--- src/rtl/dmem_arbiter.sv ---
// -----------------------------------------------------------------------------
// dmem_arbiter
//
// Two-port arbiter in front of a single-ported data memory. A transaction takes
// two cycles: the request is arbitrated in IDLE, and the memory access happens
// in GRANT. The memory sees registered address, write data and strobes. It
// returns read data combinationally, and that data is captured at the edge
// that ends GRANT.
//
// Build option:
//   DMEM_ARB_RR_EN  defined   -> round-robin arbitration with a last-grant
//                                pointer (reset value: port 1, so port 0 wins
//                                the first conflict).
//                   undefined -> fixed priority; port 0 wins every conflict
//                                and there is no pointer.
//
// Ports:
//   clk                      clock, rising edge
//   rst_n                    asynchronous active-low reset
//   req0/req1                request per port
//   we0/we1                  1 = write, 0 = read (stable while req is high)
//   addr0/addr1              word address (stable while req is high)
//   wdata0/wdata1            write data (stable while req is high)
//   ack0/ack1                one-cycle grant pulse (the GRANT cycle)
//   err0/err1                out-of-range flag, pulses together with ack
//   rvalid0/rvalid1          one-cycle read-data-valid pulse
//   rdata0/rdata1            read data, held until the port's next read
//   mem_addr/mem_wdata       registered address / write data to the memory
//   mem_write/mem_read       registered strobes to the memory
//   mem_rdata                combinational read data from the memory
//   busy                     high while the FSM is in GRANT
// -----------------------------------------------------------------------------
module dmem_arbiter #(
   parameter int ADDR_W     = 16,
   parameter int DATA_W     = 16,
   parameter int DEPTH_BITS = 8
) (
   input  logic              clk,
   input  logic              rst_n,
   input  logic              req0,
   input  logic              req1,
   input  logic              we0,
   input  logic              we1,
   input  logic [ADDR_W-1:0] addr0,
   input  logic [ADDR_W-1:0] addr1,
   input  logic [DATA_W-1:0] wdata0,
   input  logic [DATA_W-1:0] wdata1,
   output logic              ack0,
   output logic              ack1,
   output logic              err0,
   output logic              err1,
   output logic              rvalid0,
   output logic              rvalid1,
   output logic [DATA_W-1:0] rdata0,
   output logic [DATA_W-1:0] rdata1,
   output logic [ADDR_W-1:0] mem_addr,
   output logic [DATA_W-1:0] mem_wdata,
   output logic              mem_write,
   output logic              mem_read,
   input  logic [DATA_W-1:0] mem_rdata,
   output logic              busy
);

   typedef enum logic {
      IDLE  = 1'b0,
      GRANT = 1'b1
   } state_t;

   // Requester inputs gathered into per-port vectors so that the winner can
   // be selected by index.
   logic [1:0]             req_v;
   logic [1:0]             we_v;
   logic [1:0][ADDR_W-1:0] addr_v;
   logic [1:0][DATA_W-1:0] wdata_v;
   logic [1:0]             oor_v;

   assign req_v   = {req1, req0};
   assign we_v    = {we1, we0};
   assign addr_v  = {addr1, addr0};
   assign wdata_v = {wdata1, wdata0};

   // An address is out of range when any bit above the in-range field is set.
   // If the in-range field spans the whole address, nothing can be out of
   // range.
   generate
      for (genvar gi = 0; gi < 2; gi++) begin : g_range
         if (DEPTH_BITS < ADDR_W) begin : g_check
            assign oor_v[gi] = |addr_v[gi][ADDR_W-1:DEPTH_BITS];
         end else begin : g_full
            assign oor_v[gi] = 1'b0;
         end
      end
   endgenerate

   // State and registered outputs.
   state_t                 state_q,     state_d;
   logic [ADDR_W-1:0]      mem_addr_q,  mem_addr_d;
   logic [DATA_W-1:0]      mem_wdata_q, mem_wdata_d;
   logic                   mem_write_q, mem_write_d;
   logic                   mem_read_q,  mem_read_d;
   logic [1:0]             ack_q,       ack_d;
   logic [1:0]             err_q,       err_d;
   logic [1:0]             rvalid_q,    rvalid_d;
   logic [1:0][DATA_W-1:0] rdata_q,     rdata_d;

   // Context of the transaction in GRANT. It is needed at the edge that ends
   // GRANT to steer the read data and rvalid back to the winning port.
   logic                   gnt_port_q,  gnt_port_d;
   logic                   gnt_rd_q,    gnt_rd_d;
   logic                   gnt_oor_q,   gnt_oor_d;

   // Winner of the arbitration in the current cycle. It is only used when the
   // FSM is in IDLE and at least one request is high.
   logic                   win;

`ifdef DMEM_ARB_RR_EN
   // Last-grant pointer. On a conflict the port that was not granted last
   // wins. The pointer moves on every grant, including grants with no
   // conflict.
   logic last_q, last_d;

   always_comb begin
      if (req_v == 2'b11) begin
         win = ~last_q;
      end else begin
         win = ~req_v[0];
      end
   end

   always_comb begin
      last_d = last_q;
      if ((state_q == IDLE) && (|req_v)) begin
         last_d = win;
      end
   end

   always_ff @(posedge clk or negedge rst_n) begin
      if (!rst_n) begin
         last_q <= 1'b1;
      end else begin
         last_q <= last_d;
      end
   end
`else
   // Fixed priority: port 0 wins whenever it is requesting.
   always_comb begin
      win = ~req_v[0];
   end
`endif

   // Next-state and output logic.
   always_comb begin
      state_d     = state_q;
      mem_addr_d  = mem_addr_q;
      mem_wdata_d = mem_wdata_q;
      mem_write_d = 1'b0;
      mem_read_d  = 1'b0;
      ack_d       = 2'b00;
      err_d       = 2'b00;
      rvalid_d    = 2'b00;
      rdata_d     = rdata_q;
      gnt_port_d  = gnt_port_q;
      gnt_rd_d    = gnt_rd_q;
      gnt_oor_d   = gnt_oor_q;

      case (state_q)
         IDLE: begin
            if (|req_v) begin
               state_d     = GRANT;
               // Address and data are registered even for an out-of-range
               // access. The strobes are suppressed in that case, so the
               // memory never acts on them.
               mem_addr_d  = addr_v[win];
               mem_wdata_d = wdata_v[win];
               mem_write_d = we_v[win] & ~oor_v[win];
               mem_read_d  = ~we_v[win] & ~oor_v[win];
               ack_d[win]  = 1'b1;
               err_d[win]  = oor_v[win];
               gnt_port_d  = win;
               gnt_rd_d    = ~we_v[win];
               gnt_oor_d   = oor_v[win];
            end
         end

         GRANT: begin
            // The strobes default to 0, so they clear at this edge. The
            // memory commits a write at the same edge.
            state_d = IDLE;
            if (gnt_rd_q) begin
               rvalid_d[gnt_port_q] = 1'b1;
               rdata_d[gnt_port_q]  = gnt_oor_q ? '0 : mem_rdata;
            end
         end

         default: begin
            state_d = IDLE;
         end
      endcase
   end

   always_ff @(posedge clk or negedge rst_n) begin
      if (!rst_n) begin
         state_q     <= IDLE;
         mem_addr_q  <= '0;
         mem_wdata_q <= '0;
         mem_write_q <= 1'b0;
         mem_read_q  <= 1'b0;
         ack_q       <= 2'b00;
         err_q       <= 2'b00;
         rvalid_q    <= 2'b00;
         rdata_q     <= '0;
         gnt_port_q  <= 1'b0;
         gnt_rd_q    <= 1'b0;
         gnt_oor_q   <= 1'b0;
      end else begin
         state_q     <= state_d;
         mem_addr_q  <= mem_addr_d;
         mem_wdata_q <= mem_wdata_d;
         mem_write_q <= mem_write_d;
         mem_read_q  <= mem_read_d;
         ack_q       <= ack_d;
         err_q       <= err_d;
         rvalid_q    <= rvalid_d;
         rdata_q     <= rdata_d;
         gnt_port_q  <= gnt_port_d;
         gnt_rd_q    <= gnt_rd_d;
         gnt_oor_q   <= gnt_oor_d;
      end
   end

   assign ack0      = ack_q[0];
   assign ack1      = ack_q[1];
   assign err0      = err_q[0];
   assign err1      = err_q[1];
   assign rvalid0   = rvalid_q[0];
   assign rvalid1   = rvalid_q[1];
   assign rdata0    = rdata_q[0];
   assign rdata1    = rdata_q[1];
   assign mem_addr  = mem_addr_q;
   assign mem_wdata = mem_wdata_q;
   assign mem_write = mem_write_q;
   assign mem_read  = mem_read_q;
   assign busy      = (state_q == GRANT);

endmodule

--- config.mk ---
export PLATFORM = sky130hd
export DESIGN_NAME = dmem_arbiter
export DESIGN_NICKNAME = d
export VERILOG_FILES = /design/src/rtl/dmem_arbiter.sv
export SDC_FILE = /design/constraint.sdc
export NUM_CORES = 1
export LEC_CHECK = 0
export ABC_AREA = 1
export CORE_MARGIN = 3
export CORE_UTILIZATION = 34
export CTS_BUF_LIST = sky130_fd_sc_hd__clkbuf_4 sky130_fd_sc_hd__clkbuf_8 sky130_fd_sc_hd__clkbuf_16
export CTS_CLUSTER_DIAMETER = 40
export DETAILED_ROUTE_END_ITERATION = 10
export PLACE_DENSITY = 0.71
export SLEW_MARGIN = 10
export SYNTH_ARGS = -nofsm -noshare
export SYNTH_HDL_FRONTEND = slang
export SYNTH_SLANG_ARGS = --single-unit
--- constraint.sdc ---
create_clock -name clk -period 1.2 [get_ports clk]
set_input_delay 0.3 -clock clk [delete_from_list [all_inputs] [get_ports clk]]
set_output_delay 0.3 -clock clk [all_outputs]
set_load 0.05 [all_outputs]
==> results of run 1 <==
[final timing paths]
| check | to | depth (start not counted) |
|---|---|---|
| worst max-delay path | busy | 2 |
| worst min-delay path | mem_wdata[1] | 2 |
| worst max register to register | mem_wdata[1] | 8 |
| worst min register to register | err_q[0] | 2 |
| max in group asynchronous | mem_write | 3 |
| min in group clk | ack_q[1] | 3 |
[per-stage QoR]
step                      hold slack (ns)  instance area (um^2)  total power [uW]  setup slack (ns)
after floorplan                   0.00441                  3350              7730           -0.0447
after global placement              0.214                  5900             12100            -0.354
after detailed placement            0.215                  5900             12300            -0.430
after CTS                           0.408                  6360             14800            -0.118
after global routing                0.428                  6460             15500            -0.152
final                               0.419                  6460             14900            -0.105
[flip-flops by register name (all words and copies together) (netlist names)]
register	flops
ack_q	2
busy	1
err_q	2
gnt_oor_q	1
gnt_port_q	1
gnt_rd_q	1
mem_addr	16
mem_read	1
mem_wdata	16
mem_write	1
rdata0	16
rdata1	16
rvalid_q	2
[cell type report]
| cell class | count | area [um^2] | share of cell area |
|---|---|---|---|
| clock buffer | 12 | 153 | 0.0236 |
| clock inverter | 4 | 72.6 | 0.0112 |
| inverter | 53 | 206 | 0.0319 |
| multi-input combinational | 241 | 1120 | 0.173 |
| sequential | 76 | 1900 | 0.294 |
| tap | 129 | 161 | 0.0250 |
| timing repair buffer | 204 | 2850 | 0.441 |
[synth_stat cells]
cell type,count
nor2_1,61
inv_1,52
o21ai_1,1
clkbuf_1,3
a21oi_1,1
nor3_4,2
a31oi_1,32
mux2i_1,1
o21ai_0,34
dfrtp_1,76
nand2_4,3
inv_2,1
buf_4,5
nand2_1,104
buf_6,4
nand3_1,2
buf_2,10
[metal layers]
metal / vias up / wire length, um / GRT usage
li1: 1611 / - / -
met1: 1549 / 4260 / 0.238
met2: 145 / 4970 / 0.299
met3: 15 / 734 / 0.0537
met4: 0 / 151 / 0.0487
met5: - / 0 / 0
[power groups by stage]
stage / combinational (uW) / sequential (uW) / clock, uW
6_report: 8400 / 4300 / 2170
5_1_grt: 8750 / 4390 / 2370
4_1_cts: 8250 / 4320 / 2230
3_5_place_dp: 7900 / 4370 / 0
3_3_place_gp: 7810 / 4320 / 0
2_1_floorplan: 1090 / 6640 / 0
[cells by family (layout without fill, tap and decap cells)]
family	after synthesis	count (layout)
buf+inv	75	273
simple gates	172	172
flops	76	76
compound gates	68	68
mux	1	1
[timing repair]
action / in CTS / in global routing
hold endpoints to repair: 17 / 0
setup endpoints to repair: 117 / 142
buffers inserted: 10 / 9
hold buffers: 1 / 0
gates cloned: 3 / 1
resized for setup: 12 / 7
pin swaps: 1 / 2
==> out/metrics.csv, run 1 <==
metric,value,unit
max_cap_viol_count,0,
clock.fmax,766,MHz
finish.utilization,0.690,
start_util,0.355,
rows,35,
path_delay_family,flip-flops,
io_buffers,158,
clock_latency,0.33,ns
io_pins,159,
drc_errors,0,
power_frac_seq,0.289,
clkPwrFrac,0.146,
synth.ff_latch_count,76,
crit_buf_inv,2,
relSlewSlack,0.552,
wl,10.1,mm
die_h,105,um
grtUsageTotal,0.183,
ant_nets,0,
crit_fanout,2,
wl_per_cell,14.1,um
final_net_count,671,
power.density,2300,nW/um^2
dr.pass1.iters,4,
hpwl,7.51,mm
yosysSeqAreaShare,0.571,
ir_worst_vdd,1.18,mV
clk_pin_slew,0.08,ns
crit_chain,buf_6 > buf_12,
fillers,729,
instances_no_fill,719,
synth_top_area_frac,0.571,
internal_power,8820,uW
numPlacedInstances,679,
yosysWarnings,0,
rsz0062_at_grt,true,
power_switching,6050,uW
cts_buffers,9,
avgSynthCellArea,8.50,um^2
crit_type,flip-flop to output pin,
comb_power_share,0.565,
worstSetupStartpointType,flip-flop,
worst_ep_arrival_time,1.01,ns
synthXorXnorAreaFrac,0,
dieArea,11000,um^2
most-common-layout-cells,"nand2_1, clkdlybuf4s50_1, buf_12",
clock-root-buffer,clkbuf_8,
antenna_found_initial,0,
synthCells,392,
violations,negative setup slack,
synthAdderAreaFrac,0,
worst_slack,-0.105,ns
diodes,0,
synth_top_family_by_area,simple AND/OR/NAND/NOR gates,
dr_total_vias,3320,
finalSetupViolCount,108,
cts_tree,built,
setup_tns,-2.59,ns
worstPathRequired,0.90,ns
synthTopCellsByArea,"dfrtp_1, nand2_1, nor2_1",
swShare,0.407,
synth.cell_area,3330,um^2
synth_largest_area_cell,dfrtp_1,
synthMuxAreaShare,0.00301,
end_kind,output pin,
power_leakage,0.00295,uW
reg2reg_slack,-0.07,ns
grt_max_degree,34,
coreArea,9370,um^2
synthSimpleGateAreaFrac,0.209,
viasPerCell,4.62,
grt_pass1_wl,16.4,mm
cts_buffer_depth,2,
htree_levels,3,
syn_to_final_growth,94.1,%
cts_sinks,76,
crit_path_max_incr_delay,0.42,ns
min_period_over_period,1.09,
rr_startpoint,busy,
hold_class,input pin to asynchronous set/reset pin,
status,"finished, violations left",
maxSlewViolCount,0,
first_global_vias,3305,
drt_iter0_markers,134,
hold_violations,0,
grt-ovfl-total,0,
fin_crit,1.31,ns
crit_path_start,busy,
cpMaxStageDelayCell,dfrtp_2,
max_slew.worst_pin.slew,0.671,ns
synth_compound_area_frac,0.114,
floorplan.die.width,105,um
final_common_cell,nand2_1,
layout-drive-gt1-share,0.247,
routabilityCongestion,0.766,
ys_types,17,
finClkSkew,0.0115,ns
synth_nets,478,
No activity file was read; power rests on OpenSTA's default activity.
==> run 2, diff against run 1 <==
--- a/config.mk
+++ b/config.mk
@@ -11,6 +11,7 @@
 export CTS_BUF_LIST = sky130_fd_sc_hd__clkbuf_4 sky130_fd_sc_hd__clkbuf_8 sky130_fd_sc_hd__clkbuf_16
 export CTS_CLUSTER_DIAMETER = 40
 export DETAILED_ROUTE_END_ITERATION = 10
+export HOLD_SLACK_MARGIN = 0.15
 export PLACE_DENSITY = 0.71
 export SLEW_MARGIN = 10
 export SYNTH_ARGS = -nofsm -noshare
==> results of run 2 <==
Final layout, timing and power as in run 1 (identical DEF).
==> run 3, diff against run 2 <==
--- a/config.mk
+++ b/config.mk
@@ -13,6 +13,7 @@
 export DETAILED_ROUTE_END_ITERATION = 10
 export HOLD_SLACK_MARGIN = 0.15
 export PLACE_DENSITY = 0.71
+export SKIP_CTS_REPAIR_TIMING = 1
 export SLEW_MARGIN = 10
 export SYNTH_ARGS = -nofsm -noshare
 export SYNTH_HDL_FRONTEND = slang
==> run 3 against run 2 <==
The flow still finishes with violations (negative setup slack). Final cell count is 0.14% lower. Largest power group unchanged. Combinational power hardly changed. Sequential share of layout area hardly changed. Wire length is 5.5% higher. Sequential power hardly changed. Final area is 0.15% higher. Largest cell class unchanged. Critical path depth stayed put. Worst setup slack better by 0.0066 ns.
==> out/metrics.csv, run 3 (synthesis results as in run 1) <==
metric,value,unit
io_pins,159,
end_kind,output pin,
maxSlewViolCount,0,
violations,negative setup slack,
crit_buf_inv,2,
instances_no_fill,718,
cts_buffer_depth,2,
crit_fanout,2,
wl_per_cell,14.9,um
floorplan.die.width,105,um
io_buffers,158,
grt_max_degree,35,
dr.pass1.iters,4,
finClkSkew,0.0123,ns
grtUsageTotal,0.174,
grt_pass1_wl,15.6,mm
coreArea,9370,um^2
most-common-layout-cells,"nand2_1, clkdlybuf4s50_1, buf_12",
drt_iter0_markers,151,
hold_class,input pin to flip-flop,
min_period_over_period,1.08,
hold_violations,0,
grt-ovfl-total,0,
clock.fmax,770,MHz
routabilityCongestion,0.766,
crit_chain,buf_6 > buf_12,
syn_to_final_growth,94.4,%
cpMaxStageDelayCell,dfrtp_2,
power,14900,uW
dieArea,11000,um^2
numPlacedInstances,679,
ir_worst_vdd,1.14,mV
worstPathRequired,0.90,ns
layout-drive-gt1-share,0.248,
clk_pin_slew,0.07,ns
rsz0062_at_grt,true,
crit_path_max_incr_delay,0.41,ns
finalSetupViolCount,102,
cts_sinks,76,
dr_total_vias,3359,
htree_levels,3,
worst_ep_arrival_time,1.00,ns
clock-root-buffer,clkbuf_8,
worst_slack,-0.0988,ns
first_global_vias,3202,
clock_latency,0.33,ns
power_leakage,0.00297,uW
die_h,105,um
crit_type,flip-flop to output pin,
power.density,2300,nW/um^2
max_cap_viol_count,0,
viasPerCell,4.68,
max_slew.worst_pin.slew,0.377,ns
relSlewSlack,0.749,
path_delay_family,flip-flops,
dp_slack,-0.430,ns
final_net_count,670,
worstSetupStartpointType,flip-flop,
final_common_cell,nand2_1,
hpwl,7.51,mm
start_util,0.355,
ant_nets,0,
antenna_found_initial,0,
rows,35,
cts_buffers,9,
status,"finished, violations left",
fin_crit,1.30,ns
wl,10.7,mm
cts_tree,built,
drc_errors,0,
reg2reg_slack,-0.08,ns
diodes,0,
## run 3: worst reg2reg max path, cell delays in order, from the launching register on
cell and delay, ns:
dfrtp_2 0.41, buf_4 0.15, inv_8 0.08, nand2_4 0.07
nand2_8 0.14, clkbuf_16 0.17, nor2_1 0.04, a31oi_1 0.14
## run 3: final cells by class
type | count | area [um^2]
clock inverters | 4 | 72.6
inverters | 53 | 206
fillers | 728 | 2900
multi-input cells | 241 | 1110
repair buffers | 203 | 2870
flip-flops and latches | 76 | 1900
well taps | 129 | 161
clock buffers | 12 | 153
## run 3: report_power, final
group / internal (uW) / total [uW] / switching, uW
clock network: 1270 / 2180 / 902
registers: 3380 / 4320 / 940
logic: 4130 / 8390 / 4260
total: 8780 / 14900 / 6100
## run 3: stage by stage
stage | TNS (ns) | area [um^2] | utilization | hold WS [ns]
2_1_floorplan | -0.943 | 3350 | - | 0.00441
3_3_place_gp | -12.95 | 5900 | 0.630 | 0.214
3_5_place_dp | -15.31 | 5900 | 0.630 | 0.215
4_1_cts | -3.55 | 6130 | 0.654 | -0.158
5_1_grt | -9.39 | 6470 | 0.691 | 0.394
6_report | -2.87 | 6470 | 0.691 | 0.370
## run 3: worst paths after layout
kind,start,endpoint,depth (start not counted)
max reg2reg,busy,mem_wdata[5],7
min,req0,ack_q[1],3
max in group asynchronous,rst_n,mem_write,3
min in group asynchronous,rst_n,mem_wdata[0],2
min reg2reg,busy,err_q[0],2
max,busy,busy,2
## run 3: layer usage
layer	track usage	routed length (um)
met5	0	0
met4	0.0487	114
met3	0.0531	756
met2	0.282	5400
met1	0.225	4390
